### src/rtl/rf_pkg.sv
// Shared constants and types for the parametrised register file.
// Defaults match the fixed 16x32 file this design replaces.
package rf_pkg;

  localparam int unsigned RF_DATA_W = 32;
  localparam int unsigned RF_ADDR_W = 4;

  typedef logic [RF_ADDR_W-1:0] reg_addr_t;
  typedef logic [RF_DATA_W-1:0] reg_data_t;

endpackage

### src/rtl/rf_param_if.sv
// Datapath-side bundle of the register file: write port, two read ports,
// and the scoreboard claim/flush/busy signals.
interface rf_param_if
  import rf_pkg::*;
#(
  parameter int unsigned DATA_W = RF_DATA_W,
  parameter int unsigned ADDR_W = RF_ADDR_W
);

  logic              WrEn;
  logic [ADDR_W-1:0] RD;
  logic [DATA_W-1:0] DIN;
  logic [ADDR_W-1:0] RS1;
  logic [ADDR_W-1:0] RS2;
  logic [DATA_W-1:0] OUT1;
  logic [DATA_W-1:0] OUT2;
  logic              Claim;
  logic [ADDR_W-1:0] ClaimAddr;
  logic              Flush;
  logic              Busy1;
  logic              Busy2;

  modport master (
    output WrEn, RD, DIN, RS1, RS2, Claim, ClaimAddr, Flush,
    input  OUT1, OUT2, Busy1, Busy2
  );

  modport slave (
    input  WrEn, RD, DIN, RS1, RS2, Claim, ClaimAddr, Flush,
    output OUT1, OUT2, Busy1, Busy2
  );

endinterface

### src/rtl/rf_scoreboard.sv
// Per-register pending bits. Within one edge: write-clear, then flush,
// then claim, so a new producer always wins.
module rf_scoreboard
  import rf_pkg::*;
#(
  parameter int unsigned ADDR_W = RF_ADDR_W
) (
  input  logic              CLK,
  input  logic              RESET,
  input  logic              wr_en,
  input  logic [ADDR_W-1:0] wr_addr,
  input  logic              claim,
  input  logic [ADDR_W-1:0] claim_addr,
  input  logic              flush,
  input  logic [ADDR_W-1:0] rs1,
  input  logic [ADDR_W-1:0] rs2,
  output logic              busy1,
  output logic              busy2
);

  localparam int unsigned DEPTH = 2 ** ADDR_W;

  logic [DEPTH-1:0] busy;
  logic [DEPTH-1:0] busy_nxt;

  always_comb begin
    busy_nxt = busy;
    if (wr_en) busy_nxt[wr_addr] = 1'b0;
    if (flush) busy_nxt = '0;
    if (claim) busy_nxt[claim_addr] = 1'b1;
  end

  always_ff @(posedge CLK or posedge RESET) begin
    if (RESET) busy <= '0;
    else       busy <= busy_nxt;
  end

  assign busy1 = busy[rs1];
  assign busy2 = busy[rs2];

endmodule

### src/rtl/rf_param.sv
// Parametrised 2R/1W register file with write-to-read bypass, optional
// hardwired-zero r0 and a busy scoreboard for in-flight producers.
module rf_param
  import rf_pkg::*;
#(
  parameter int unsigned DATA_W  = RF_DATA_W,
  parameter int unsigned ADDR_W  = RF_ADDR_W,
  parameter bit          ZERO_R0 = 1'b0,
  parameter bit          BYPASS  = 1'b1
) (
  input logic        CLK,
  input logic        RESET,
  rf_param_if.slave  bus
);

  localparam int unsigned DEPTH = 2 ** ADDR_W;

  logic [DATA_W-1:0] regs [DEPTH];

  logic              wr_ok;
  logic              claim_ok;
  logic              rs1_zero;
  logic              rs2_zero;
  logic              sb_busy1;
  logic              sb_busy2;
  logic [DATA_W-1:0] out1;
  logic [DATA_W-1:0] out2;

  // Gating with RESET also suppresses bypass while reset is held, so the
  // outputs read 0 even if the parent keeps WrEn asserted.
  assign wr_ok    = bus.WrEn  && !RESET && !(ZERO_R0 && (bus.RD == '0));
  assign claim_ok = bus.Claim && !(ZERO_R0 && (bus.ClaimAddr == '0));
  assign rs1_zero = ZERO_R0 && (bus.RS1 == '0);
  assign rs2_zero = ZERO_R0 && (bus.RS2 == '0);

  always_ff @(posedge CLK or posedge RESET) begin
    if (RESET) begin
      for (int unsigned i = 0; i < DEPTH; i++) regs[i] <= '0;
    end else if (wr_ok) begin
      regs[bus.RD] <= bus.DIN;
    end
  end

  always_comb begin
    out1 = regs[bus.RS1];
    out2 = regs[bus.RS2];
    if (BYPASS && wr_ok && (bus.RS1 == bus.RD)) out1 = bus.DIN;
    if (BYPASS && wr_ok && (bus.RS2 == bus.RD)) out2 = bus.DIN;
    if (rs1_zero) out1 = '0;
    if (rs2_zero) out2 = '0;
  end

  assign bus.OUT1 = out1;
  assign bus.OUT2 = out2;

  rf_scoreboard #(
    .ADDR_W (ADDR_W)
  ) u_sb (
    .CLK        (CLK),
    .RESET      (RESET),
    .wr_en      (wr_ok),
    .wr_addr    (bus.RD),
    .claim      (claim_ok),
    .claim_addr (bus.ClaimAddr),
    .flush      (bus.Flush),
    .rs1        (bus.RS1),
    .rs2        (bus.RS2),
    .busy1      (sb_busy1),
    .busy2      (sb_busy2)
  );

  assign bus.Busy1 = sb_busy1 && !rs1_zero;
  assign bus.Busy2 = sb_busy2 && !rs2_zero;

endmodule

### src/flat_wrapper.sv
// flat-port wrapper written by rule: the top's interface ports become plain ports
module rf_param_flat import rf_pkg::*;
#(
  parameter int unsigned DATA_W  = RF_DATA_W,
  parameter int unsigned ADDR_W  = RF_ADDR_W,
  parameter bit          ZERO_R0 = 1'b0,
  parameter bit          BYPASS  = 1'b1
)
  (CLK, RESET, bus_WrEn, bus_RD, bus_DIN, bus_RS1, bus_RS2, bus_Claim, bus_ClaimAddr, bus_Flush, bus_OUT1, bus_OUT2, bus_Busy1, bus_Busy2);
  rf_param_if #(.DATA_W(DATA_W), .ADDR_W(ADDR_W)) bus_i ();
  input logic CLK;
  input logic RESET;
  input wire logic [$bits(bus_i.WrEn)-1:0] bus_WrEn;
  input wire logic [$bits(bus_i.RD)-1:0] bus_RD;
  input wire logic [$bits(bus_i.DIN)-1:0] bus_DIN;
  input wire logic [$bits(bus_i.RS1)-1:0] bus_RS1;
  input wire logic [$bits(bus_i.RS2)-1:0] bus_RS2;
  input wire logic [$bits(bus_i.Claim)-1:0] bus_Claim;
  input wire logic [$bits(bus_i.ClaimAddr)-1:0] bus_ClaimAddr;
  input wire logic [$bits(bus_i.Flush)-1:0] bus_Flush;
  output wire logic [$bits(bus_i.OUT1)-1:0] bus_OUT1;
  output wire logic [$bits(bus_i.OUT2)-1:0] bus_OUT2;
  output wire logic [$bits(bus_i.Busy1)-1:0] bus_Busy1;
  output wire logic [$bits(bus_i.Busy2)-1:0] bus_Busy2;
  assign bus_i.WrEn = bus_WrEn;
  assign bus_i.RD = bus_RD;
  assign bus_i.DIN = bus_DIN;
  assign bus_i.RS1 = bus_RS1;
  assign bus_i.RS2 = bus_RS2;
  assign bus_i.Claim = bus_Claim;
  assign bus_i.ClaimAddr = bus_ClaimAddr;
  assign bus_i.Flush = bus_Flush;
  assign bus_OUT1 = bus_i.OUT1;
  assign bus_OUT2 = bus_i.OUT2;
  assign bus_Busy1 = bus_i.Busy1;
  assign bus_Busy2 = bus_i.Busy2;
  rf_param #(.DATA_W(DATA_W), .ADDR_W(ADDR_W), .ZERO_R0(ZERO_R0), .BYPASS(BYPASS)) u_core (.CLK(CLK), .RESET(RESET), .bus(bus_i));
endmodule
### config.mk
export PLATFORM = sky130hd
export DESIGN_NAME = rf_param_flat
export DESIGN_NICKNAME = d
export VERILOG_FILES = /design/src/rtl/rf_pkg.sv /design/src/rtl/rf_param_if.sv /design/src/rtl/rf_scoreboard.sv /design/src/rtl/rf_param.sv /design/src/flat_wrapper.sv
export SDC_FILE = /design/constraint.sdc
export NUM_CORES = 1
export LEC_CHECK = 0
export BUFFER_PORTS_ARGS = -buffer_cell sky130_fd_sc_hd__clkbuf_2
export CORE_ASPECT_RATIO = 1.4
export CORE_MARGIN = 2
export CORE_UTILIZATION = 59
export CTS_CLUSTER_SIZE = 14
export DETAILED_ROUTE_END_ITERATION = 16
export PLACE_DENSITY = 0.76
export SETUP_SLACK_MARGIN = 0.1
export SLEW_MARGIN = 25
export SYNTH_ARGS = -nofsm -noshare
export SYNTH_HDL_FRONTEND = slang
export SYNTH_HIERARCHICAL = 1
export SYNTH_SLANG_ARGS = --single-unit
### constraint.sdc
create_clock -name CLK -period 23.2 [get_ports CLK]
set_input_delay 2.32 -clock CLK [delete_from_list [all_inputs] [get_ports CLK]]
set_output_delay 2.32 -clock CLK [all_outputs]
set_load 0.005 [all_outputs]
==> impl_metrics.toml, run 1 <==
[timing]
min_period_ns = 7.53
setup_viol_count_final = 0
final_max_slew_viol_count = 0
finalSetupTns_ns = 0
slew_headroom = 0.277
clock_skew_ns = 0
fin_crit_sh = 0.325
max_freq_ghz = 0.133
worst_pin_slew_ns = 1.08
report.final.hold_viol_count = 0
rsz0062_at_grt = "no"

[route]
drtAntennaViolNets = 0
routed_via_density = 6.99
via_count = 17700
wire_per_inst_um = 29.2
drcViolationCount = 0
dr.first_iter.drc_count = 1536
routed_wl_mm = 74.2
firstDrtPassIters = 5

[placement]
dp.cells = 2442
post-dp-hpwl_mm = 42.0
gp_congestion = 0.842
portBuffers = 118

[floorplanning]
boundaryPins = 119
core_um2 = 47800
start_util = 0.594
die_w_um = 189
die_area_um2 = 49900
row_count = 95
die_y_um = 264

[clock_network]
postCtsResizedCells = 0
clk_path_buf_depth = 3
root_buffer = "clkbuf_16"
hold_buffers = 0
path_clk_slew_ns = 0.06
htree_levels = 2
cts.sink_count = 528
cts_tree = "built"
cts_inserted_buffers = 51
postCtsSetupBuffers = 0
insertion_delay_ns = 0.57

[synth]
ys_seq_elements = 528
synth-edff-count = 0
synth.avg_cell_area_um2 = 15.5
syn_inst = 1837
async_flop_share = 1.00
yosysWarnings = 6
synth_cell_types = 34
synth_area_um2 = 28400
postSynthNetCount = 1890
ys_seq_area_frac = 0.465
synth_ff_type = "dfrtp_1"

[job]
maxCapViolations = 0

[cells_and_area]
nets = 1919
syn_to_final_growth_pct = 9.81
finalNonFillerCells = 2536
fillCellCount = 3377
drive_above_1_share = 0.319
final_core_util = 0.653
layout_common_cells = "dfrtp_1, mux2_1, mux4_2"
final_common_cell = "dfrtp_1"

[setup_path]
startpoint = "bus_RS2[0]"
end_kind = "primary output"
cp_data_arrival_time_ns = 5.21
crit_required_ns = 20.88
critPathKind = "in -> out"
critPathMaxFanout = 53
r2r-start = "u_core/u_sb/busy[3]"
cp-start-kind = "input port"

[global_routing]
grt-ovfl-total = 0
grt_pass1_wl_mm = 116
antenna_found_initial = 1
grt_pass1_vias = 19300
grt_usage = 0.306
grt_max_degree = 149

[run_status]
status = "complete, no violations"

[power]
leakagePower_nw = 14.0
power_density_nw_per_um2 = 84.6
power.total_mw = 2.64
ir_worst_vdd_mv = 0.0649

[min_path]
hp-class = "reg -> reg"
hold_start = "u_core/regs[98]"
-- through the flow --
stage                     hold slack (ns)  worst slack (ns)  cell area, µm²
after floorplan                     0.470              6.58           28400
after global placement              0.479             15.62           29400
after detailed placement            0.490             15.62           29400
after CTS                           0.504             15.60           31200
after global routing                0.520             15.47           31200
final                               0.506             15.67           31200
-- Yosys cell counts, drive strengths merged (2+ instances only) --
master	instances	share of area
mux2	576	0.23
dfrtp	528	0.47
mux4	266	0.21
a22oi	124	0.033
buf	91	0.018
clkbuf	87	0.011
nand2	75	0.0099
o211ai	12	0.0032
o21ai	12	0.0021
nor2b	7	0.0015
mux2i	6	0.0021
nand3	6	0.0011
xor2	6	0.0019
inv	5	0.00066
nand2b	5	0.0011
nand3b	4	0.0011
nor2	4	0.00053
o311ai	4	0.0015
nor3	3	0.00053
nor3b	3	0.0013
and2	2	0.00044
and3	2	0.00044
o31ai	2	0.00053
o41ai	2	0.00062
xnor2	2	0.00062
-- layer usage --
metal  up-vias  GRT usage  share of wire
li1       7257          -              -
met5         -          0              0
met2       747      0.520           0.51
met3       154     0.0471          0.066
met4         0     0.0995          0.031
met1      9575      0.408           0.39
-- registers in the layout (all words and copies together), names as in the netlist --
name,flops
u_core/u_sb/busy,16
u_core/regs,512
-- worst max-delay path, stage by stage --
cell and delay, ns:
buf_8 0.49, buf_4 0.79, mux4_2 0.60, mux4_2 0.47
mux2_2 0.32, clkbuf_2 0.13
-- area by class of cell --
class                   instances  area, µm²  area share
well taps                     630        788      0.0253
clock inverters                13        223     0.00714
repair buffers                154        913      0.0293
clock buffers                  79       1570      0.0505
inverters                       5       31.3     0.00100
multi-input cells            1126      14400       0.463
diodes                          1       2.50   0.0000802
flip-flops and latches        528      13200       0.424
-- power breakdown --
part,switching (mW),internal [mW]
sequential,0.128,1.10
clock,0.357,0.531
combinational,0.212,0.314
total,0.697,1.94
-- cells by family after synthesis --
logic type / share of synthesized area
AO/OA/AOI/OAI: 0.0407
multiplexers: 0.442
flip-flops: 0.465
AND/OR/NAND/NOR: 0.0190
XOR/XNOR: 0.00247
buffers and inverters: 0.0303
-- path summary, 6_finish.rpt --
check / end / slack [ns] / cells past startpoint
worst max register to register: u_core/u_sb/busy[3] / 22.36 / 2
max in group asynchronous: u_core/regs[427] / 19.13 / 4
worst max-delay path: bus_OUT2[10] / 15.67 / 6
min in group asynchronous: u_core/regs[404] / 1.87 / 2
worst min register to register: u_core/regs[98] / 0.51 / 1
worst min-delay path: u_core/regs[98] / 0.51 / 1
Note: power is estimated with default switching activity, not from simulation.
==> run 2, diff against run 1 <==
--- a/config.mk
+++ b/config.mk
@@ -5,10 +5,11 @@
 export SDC_FILE = /design/constraint.sdc
 export NUM_CORES = 1
 export LEC_CHECK = 0
+export ABC_AREA = 1
 export BUFFER_PORTS_ARGS = -buffer_cell sky130_fd_sc_hd__clkbuf_2
 export CORE_ASPECT_RATIO = 1.4
 export CORE_MARGIN = 2
-export CORE_UTILIZATION = 59
+export CORE_UTILIZATION = 57
 export CTS_CLUSTER_SIZE = 14
 export DETAILED_ROUTE_END_ITERATION = 16
 export PLACE_DENSITY = 0.76
==> constraint.sdc (replaced) <==
create_clock -name CLK -period 6.3 [get_ports CLK]
set_input_delay 0.63 -clock CLK [delete_from_list [all_inputs] [get_ports CLK]]
set_output_delay 0.63 -clock CLK [all_outputs]
set_load 0.005 [all_outputs]
==> impl_metrics.toml, run 2 <==
[setup_path]
r2r_setup_slack_ns = 5.54
cp-start-kind = "input port"
end_kind = "primary output"
critPathMaxFanout = 40
critPathKind = "in -> out"
cp_data_arrival_time_ns = 3.70
r2r-start = "u_core/regs[249]"
startpoint = "bus_RS2[2]"
crit_required_ns = 5.67

[route]
via_count = 31100
routed_wl_mm = 105
dr.first_iter.drc_count = 4388
routed_via_density = 6.18
wire_per_inst_um = 20.9
drtAntennaViolNets = 0
drcViolationCount = 0
firstDrtPassIters = 7

[timing]
rsz0062_at_grt = "no"
report.final.hold_viol_count = 0
final_max_slew_viol_count = 0
setup_viol_count_final = 0
max_freq_ghz = 0.231
fin_crit_sh = 0.687
worst_pin_slew_ns = 1.14
slew_headroom = 0.243
min_period_ns = 4.33
finalSetupTns_ns = 0
clock_skew_ns = 0

[global_routing]
grt_max_degree = 181
grt_pass1_wl_mm = 164
grt_usage = 0.387
antenna_found_initial = 3
grt-ovfl-total = 0
grt_pass1_vias = 28900

[synth]
synth_area_um2 = 30000
synth_top_area_share = 0.441
ys_top_cells_by_area = "dfrtp_1, nand2_1, nand3_1"
postSynthNetCount = 4542
synth.avg_cell_area_um2 = 6.68
synth_cell_types = 24
yosys-top-cells-count = "nand2_1, nand3_1, dfrtp_1"
yosysWarnings = 6
synth_ff_type = "dfrtp_1"
ys_seq_area_frac = 0.441
yosysMostFrequentCell = "nand2_1"
syn_inst = 4489
async_flop_share = 1.00
yosys.area.top_type = "dfrtp_1"
synth-edff-count = 0
ys_seq_elements = 528

[clock_network]
cts_tree = "built"
hold_buffers = 0
clk_path_buf_depth = 3
htree_levels = 2
root_buffer = "clkbuf_16"
insertion_delay_ns = 0.62
path_clk_slew_ns = 0.06
postCtsSetupBuffers = 0
cts_inserted_buffers = 54
postCtsResizedCells = 0
cts.sink_count = 528

[placement]
dp.cells = 4938
gp_congestion = 0.909
dpl-instance-area_um2 = 30400
portBuffers = 118
post-dp-hpwl_mm = 53.3

[cells_and_area]
top_register = "u_core/regs"
layout_common_cells = "nand2_1, nand3_1, dfrtp_1"
finalNonFillerCells = 5037
final_design_area_no_fill_um2 = 32300
syn_to_final_growth_pct = 7.56
nets = 4392
reg.largest.list = "u_core/regs (512), u_core/u_sb/busy (16)"
antenna_cells = 0
final_common_cell = "nand2_1"
drive_above_1_share = 0.0637
fillCellCount = 4956
largest_reg_flops = 512

[floorplanning]
core_um2 = 52000
die_area_um2 = 54500
row_count = 99
boundaryPins = 119
die_y_um = 275
start_util = 0.576
die_w_um = 198

[job]
maxCapViolations = 0

[min_path]
hp-class = "in -> async"

[power]
leakagePower_nw = 15.9
power.total_mw = 9.80
ir_worst_vdd_mv = 0.246
power_density_nw_per_um2 = 304

[run_status]
status = "complete, no violations"
==> run 2: changes by cell type after synthesis, moves of 8 or more <==
cell      delta
a22oi_1    -124
buf_1       +39
buf_2       -28
buf_4       -23
clkbuf_1   +192
inv_1       +94
mux2_1     -493
mux2_2      -83
mux4_1       -8
mux4_2     -258
nand2_1   +2008
nand3_1    +839
o21ai_0    +233
o21ai_1    +283
==> run 2: power breakdown <==
part / internal [mW] / switching, mW / total (mW)
logic: 0.736 / 1.28 / 2.02
registers: 4.01 / 0.496 / 4.51
clock network: 1.88 / 1.39 / 3.28
==> run 2: metal layers <==
| layer | GRT usage | part of all wire | routed length (µm) | vias to the layer above |
|---|---|---|---|---|
| met2 | 0.598 | 0.44 | 46600 | 2051 |
| met5 | 0 | 0.00029 | 30 | - |
| met1 | 0.516 | 0.38 | 40400 | 14400 |
| met3 | 0.0909 | 0.13 | 13200 | 358 |
| li1 | - | - | - | 14300 |
| met4 | 0.187 | 0.047 | 4930 | 6 |
==> run 2: path summary, 6_finish.rpt <==
check,endpoint,depth (start not counted)
worst max register to register,u_core/regs[249],2
worst min register to register,u_core/regs[507],2
min in group CLK,u_core/u_sb/busy[0],2
max in group asynchronous,u_core/regs[176],5
worst min-delay path,u_core/regs[184],2
worst max-delay path,bus_OUT2[24],10
==> run 2: metrics by stage <==
stage | utilization | hold slack (ns) | worst slack, ns
2_1_floorplan | - | 0.474 | -4.59
3_3_place_gp | 0.585 | 0.489 | 2.25
3_5_place_dp | 0.585 | 0.495 | 2.24
4_1_cts | 0.619 | 0.0498 | 2.25
5_1_grt | 0.620 | 0.101 | 1.98
6_report | 0.620 | 0.0726 | 1.97
==> run 2: logic make-up (layout without fill, tap and decap cells) <==
group           count (synthesis)  in the layout  synth area share
compound gates                543            543            0.0918
simple gates                 2953           2953             0.407
xor+xnor                        1              1          0.000292
flops                         528            528             0.441
buf+inv                       464            356            0.0600
==> run 2: worst max-delay path: stages <==
cell and delay [ns]:
buf_4 0.53, clkinv_2 0.97, buf_4 0.63, nand3_1 0.16, nand2_1 0.06, nand2_1 0.06, nand2_1 0.06, nand2_1 0.05
nand2_1 0.23, clkbuf_2 0.20
==> run 2: final cells by class <==
type	count	area, µm²	share of cell area
multi-input cells	3497	15100	0.468
flip-flops and latches	528	13200	0.410
clock inverters	14	151	0.00469
repair buffers	153	940	0.0291
clock buffers	84	1630	0.0504
well taps	656	821	0.0254
inverters	105	420	0.0130
